==> config.mk <==
export PLATFORM = sky130hd
export DESIGN_NAME = calc_seq
export DESIGN_NICKNAME = d
export VERILOG_FILES = /design/src/rtl/calc_seq.sv
export SDC_FILE = /design/constraint.sdc
export NUM_CORES = 1
export LEC_CHECK = 0
export ABC_AREA = 1
export CAP_MARGIN = 20
export CORE_MARGIN = 1
export CORE_UTILIZATION = 40
export CTS_CLUSTER_SIZE = 24
export DETAILED_ROUTE_END_ITERATION = 10
export DONT_BUFFER_PORTS = 1
export GPL_TIMING_DRIVEN = 0
export PLACE_DENSITY = 0.58
export SYNTH_ARGS = -nofsm -noshare
export SYNTH_HDL_FRONTEND = slang
export SYNTH_SLANG_ARGS = --single-unit
==> constraint.sdc <==
create_clock -name clk -period 4.1 [get_ports clk]
set_clock_uncertainty 0.15 [all_clocks]
set_input_delay 1.23 -clock clk [delete_from_list [all_inputs] [get_ports clk]]
set_output_delay 1.23 -clock clk [all_outputs]
set_load 0.02 [all_outputs]
==> src/rtl/calc_seq.sv <==
// Two-operand pushbutton calculator: synchronised buttons, entry/result FSM, unsigned ALU.
// Optional multiply op enabled by defining CALC_MUL_EN.
module calc_seq #(
  parameter int unsigned WIDTH = 8
) (
  input  logic             clk,
  input  logic             rst,
  input  logic [6:0]       pb,
  output logic [WIDTH-1:0] disp,
  output logic             red,
  output logic             blue
);

`ifdef CALC_MUL_EN
  localparam int unsigned NumBtn = 7;
`else
  localparam int unsigned NumBtn = 6;
  logic unused_pb;
  assign unused_pb = pb[6];
`endif

  typedef enum logic [1:0] {StEnterA, StEnterB, StShow} state_e;
  typedef enum logic [1:0] {OpAdd, OpSub, OpMul} op_e;

  logic [NumBtn-1:0] sync1_q, sync2_q, prev_q, armed_q, rise;
  logic [1:0]        fill_q;

  // A bit only arms once it has been seen low through a filled pipeline, so a
  // button held across reset release never produces a press.
  always_ff @(posedge clk) begin
    if (rst) begin
      sync1_q <= '0;
      sync2_q <= '0;
      prev_q  <= '0;
      armed_q <= '0;
      fill_q  <= '0;
    end else begin
      sync1_q <= pb[NumBtn-1:0];
      sync2_q <= sync1_q;
      prev_q  <= sync2_q;
      if (fill_q != 2'd2) fill_q <= fill_q + 2'd1;
      else                armed_q <= armed_q | ~sync2_q;
    end
  end

  assign rise = sync2_q & ~prev_q & armed_q;

  logic do_clr, do_eq, do_op, do_dig, dig;
  op_e  new_op;

  always_comb begin
    do_clr = 1'b0;
    do_eq  = 1'b0;
    do_op  = 1'b0;
    do_dig = 1'b0;
    dig    = 1'b0;
    new_op = OpAdd;
    if (rise[5]) do_clr = 1'b1;
    else if (rise[4]) do_eq = 1'b1;
`ifdef CALC_MUL_EN
    else if (rise[6]) begin
      do_op  = 1'b1;
      new_op = OpMul;
    end
`endif
    else if (rise[3]) begin
      do_op  = 1'b1;
      new_op = OpSub;
    end else if (rise[2]) begin
      do_op  = 1'b1;
      new_op = OpAdd;
    end else if (rise[1]) begin
      do_dig = 1'b1;
      dig    = 1'b1;
    end else if (rise[0]) begin
      do_dig = 1'b1;
    end
  end

  state_e           state_q, state_d;
  op_e              op_q, op_d;
  logic [WIDTH-1:0] a_q, a_d, b_q, b_d, r_q, r_d;
  logic             red_q, red_d;

  // Left operand is A on first equals, R on repeated equals.
  logic [WIDTH-1:0] x, res;
  logic [WIDTH:0]   sum;
  logic             ovf;
`ifdef CALC_MUL_EN
  logic [2*WIDTH-1:0] prod;
`endif

  always_comb begin
    x   = (state_q == StShow) ? r_q : a_q;
    sum = {1'b0, x} + {1'b0, b_q};
`ifdef CALC_MUL_EN
    prod = {{WIDTH{1'b0}}, x} * {{WIDTH{1'b0}}, b_q};
`endif
    res = sum[WIDTH-1:0];
    ovf = sum[WIDTH];
    case (op_q)
      OpSub: begin
        res = x - b_q;
        ovf = (x < b_q);
      end
`ifdef CALC_MUL_EN
      OpMul: begin
        res = prod[WIDTH-1:0];
        ovf = |prod[2*WIDTH-1:WIDTH];
      end
`endif
      default: ;
    endcase
  end

  always_comb begin
    state_d = state_q;
    op_d    = op_q;
    a_d     = a_q;
    b_d     = b_q;
    r_d     = r_q;
    red_d   = red_q;
    if (do_clr) begin
      state_d = StEnterA;
      op_d    = OpAdd;
      a_d     = '0;
      b_d     = '0;
      r_d     = '0;
      red_d   = 1'b0;
    end else begin
      case (state_q)
        StEnterA: begin
          if (do_dig) begin
            a_d   = {a_q[WIDTH-2:0], dig};
            red_d = 1'b0;
          end else if (do_op) begin
            op_d    = new_op;
            b_d     = '0;
            state_d = StEnterB;
          end
        end
        StEnterB: begin
          if (do_dig) begin
            b_d = {b_q[WIDTH-2:0], dig};
          end else if (do_op) begin
            op_d = new_op;
          end else if (do_eq) begin
            r_d     = res;
            red_d   = ovf;
            state_d = StShow;
          end
        end
        StShow: begin
          if (do_dig) begin
            a_d     = {{(WIDTH-1){1'b0}}, dig};
            red_d   = 1'b0;
            state_d = StEnterA;
          end else if (do_op) begin
            a_d     = r_q;
            op_d    = new_op;
            b_d     = '0;
            state_d = StEnterB;
          end else if (do_eq) begin
            r_d   = res;
            red_d = ovf;
          end
        end
        default: state_d = StEnterA;
      endcase
    end
  end

  always_ff @(posedge clk) begin
    if (rst) begin
      state_q <= StEnterA;
      op_q    <= OpAdd;
      a_q     <= '0;
      b_q     <= '0;
      r_q     <= '0;
      red_q   <= 1'b0;
    end else begin
      state_q <= state_d;
      op_q    <= op_d;
      a_q     <= a_d;
      b_q     <= b_d;
      r_q     <= r_d;
      red_q   <= red_d;
    end
  end

  always_comb begin
    case (state_q)
      StEnterB: disp = b_q;
      StShow:   disp = r_q;
      default:  disp = a_q;
    endcase
  end

  assign red  = red_q;
  assign blue = (state_q == StEnterB);

endmodule

==> results.json <==
{
  "outcome": "complete, no violations",
  "yosysMostFrequentCell": "nand2_1",
  "cts.sinks": 54,
  "grt_start_max_net_pins": 18,
  "antenna_found_initial": 0,
  "finalPower_mw": 1.281,
  "nNetsFinal": 510,
  "hold_viol": 0,
  "syn2layout_area_growth_pct": 7.698,
  "grt_pass1_wl_um": 12650,
  "synth-seq-cells": 54,
  "grt_pass1_vias": 2639,
  "cts_buffers": 5,
  "yosysWarnings": 0,
  "syn-cell-area_um2": 3234,
  "arrival_ps": 2520,
  "initial_core_util_pct": 41.64,
  "post_cts_buffers": 0,
  "grt_usage_pct": 18.98,
  "cts_tree": "done",
  "clkLatencyLatePin_ps": 310,
  "post-route-drc-count": 0,
  "finalMaxSlewViolations": 0,
  "synth_fp_nets": 503,
  "clk_pin_slew_ps": 100,
  "wl_um": 7549,
  "hold_class": "reg2reg",
  "core_area_um2": 7767,
  "worst-setup-path-type": "reg2out",
  "maxCapViolCount": 0,
  "power_leakage_nw": 1.542,
  "crit_path_max_incr_delay_ps": 670,
  "antenna_left": 0,
  "drt-initial-drc-count": 178,
  "die_h_um": 91.92,
  "setup_violations": 0,
  "cp_cell_sequence": "clkbuf_1, inv_1, ha_1, buf_2, clkbuf_1, o21ai_0",
  "post_cts_resized": 0,
  "drive_above_1_share_pct": 8.542,
  "required_ps": 2720,
  "synth-async-reset-ratio_pct": 0,
  "period_share_pct": 95.22,
  "vdd_drop_max_v": 0.0002042,
  "synth_area_leaders": "dfxtp_1, nand2_1, inv_1",
  "synth_commonest_cells": "nand2_1, inv_1, nor2_1, dfxtp_1, a21oi_1",
  "num_antenna_cells": 0,
  "cp-end-kind": "output port",
  "gp_congestion": 0.8740,
  "dr.pass1.iters": 4,
  "dpl.hpwl_um": 5913,
  "yosysUniqueCellTypes": 36,
  "vias": 2888,
  "syn_area_per_cell_um2": 6.852,
  "setup_tns_ps": 0,
  "rsz0062_at_grt": "no",
  "power_density_nw_per_um2": 367.7,
  "port_buffers": 0,
  "cp_max_fo": 10,
  "yosysSeqAreaShare_pct": 33.42,
  "slowest_stage": "o21ai_0",
  "final_core_util_pct": 44.85,
  "die_w_um": 91.92,
  "htree_levels": 2,
  "max_freq_ghz": 0.2561,
  "syn_inst": 472,
  "grt_overflow": 0,
  "die_area_um2": 8449,
  "rows": 32,
  "synth_edf_count": 0,
  "nFillCells": 818,
  "wl_per_cell_um": 12.97,
  "root_buffer": "clkbuf_8",
  "place_area_um2": 3362,
  "worst_slew_pin_slew_ps": 776.4,
  "cts_max_path_buffers": 2,
  "crit_path_frequent_cell": "clkbuf_1",
  "slew_headroom_pct": 47.69,
  "synth_top_area_share_pct": 33.42,
  "period_needed_ps": 3904,
  "crit_path_start_kind": "register",
  "synth_ff_type": "dfxtp_1",
  "synth_top_area_cell": "dfxtp_1",
  "finish.instance_area_um2": 3483,
  "ctsHoldBuffers": 0,
  "num_io_pins": 19,
  "avgViaCountPerCell": 4.962
}
[per-stage QoR]
stage	worst slack [ps]	instances	hold WS, ps
2_1_floorplan	945.5	472	238.3
3_3_place_gp	570.9	574	240.3
3_5_place_dp	557.8	574	246.0
4_1_cts	176.7	582	252.0
5_1_grt	37.00	582	275.6
6_report	196.0	582	258.6
[where the power goes]
part	switching, mW	internal [mW]
registers	0.0298	0.567
logic	0.206	0.0992
clock network	0.178	0.201
total	0.414	0.867
[flip-flops by register name, summed over array words and instances, names as in the netlist]
register  flops
a_q           8
armed_q       6
b_q           8
fill_q        2
op_q          1
prev_q        6
r_q           8
red           1
state_q       2
sync1_q       6
sync2_q       6
[layer usage]
| layer | routed length, um | part of all wire (%) | global-route usage [%] | up-vias |
|---|---|---|---|---|
| met3 | 390 | 5.2 | 3.648 | 7 |
| li1 | - | - | - | 1521 |
| met4 | 78 | 1.0 | 4.688 | 0 |
| met1 | 3739 | 50 | 26.40 | 1306 |
| met2 | 3340 | 44 | 30.10 | 54 |
| met5 | 0 | 0 | 0 | - |
[layout by cell type (no fill, tap or decap), types with 2 or more instances in the layout]
| cell type | netlist | final |
|---|---|---|
| nand3_4 | 2 | 2 |
| o21a_1 | 3 | 3 |
| inv_2 | 4 | 4 |
| clkbuf_1 | 10 | 10 |
| nand2_4 | 3 | 3 |
| nand4_1 | 11 | 11 |
| fa_1 | 2 | 2 |
| buf_2 | 4 | 4 |
| a21oi_2 | 2 | 2 |
| o21ai_0 | 31 | 31 |
| nand3_2 | 5 | 5 |
| clkbuf_8 | 1 | 7 |
| o21ai_1 | 9 | 9 |
| a21oi_1 | 38 | 38 |
| nor2_2 | 3 | 3 |
| nand2_1 | 99 | 99 |
| inv_1 | 69 | 69 |
| o22ai_1 | 6 | 6 |
| ha_1 | 20 | 20 |
| a31oi_1 | 3 | 3 |
| o21ai_4 | 2 | 2 |
| nor2_1 | 56 | 56 |
| nand3_1 | 16 | 16 |
| xor2_1 | 4 | 4 |
| dfxtp_1 | 54 | 54 |
| nand2_2 | 5 | 5 |
[cell type report]
type                       instances  area (um2)  area share [%]
buffer                            16       75.07           2.155
clock buffer                       6       82.58           2.371
clock inverter                     2       38.79           1.114
inverter                          75       282.8           8.118
multi-input combinational        327        1795           51.54
sequential                        54        1081           31.03
tap                              102       127.6           3.664
[path summary, 6_finish.rpt]
check,start,to,slack (ps),depth (start not counted)
hold reg to reg,sync1_q[3],sync2_q[3],260,2
hold / removal,sync1_q[3],sync2_q[3],260,2
setup / recovery,state_q[0],disp[1],200,6
setup reg to reg,state_q[0],red,550,14
[worst max-delay path, delay by kind of cell (launching register included)]
kind | cells | cell delay, ps
AOI/OAI and AO/OA | 1 | 670
adders and majority gates | 1 | 300
buffers and inverters | 4 | 860
DFF | 1 | 380
[cell families after synthesis]
kind of cell	share of synthesized area [%]
AOI/OAI and AO/OA	16.52
and+or+nand+nor	28.94
DFF	33.42
buffers and inverters	11.06
adders and majority gates	8.975
xor gates and xnor gates	1.083
Note: power is estimated with default switching activity, not from simulation.
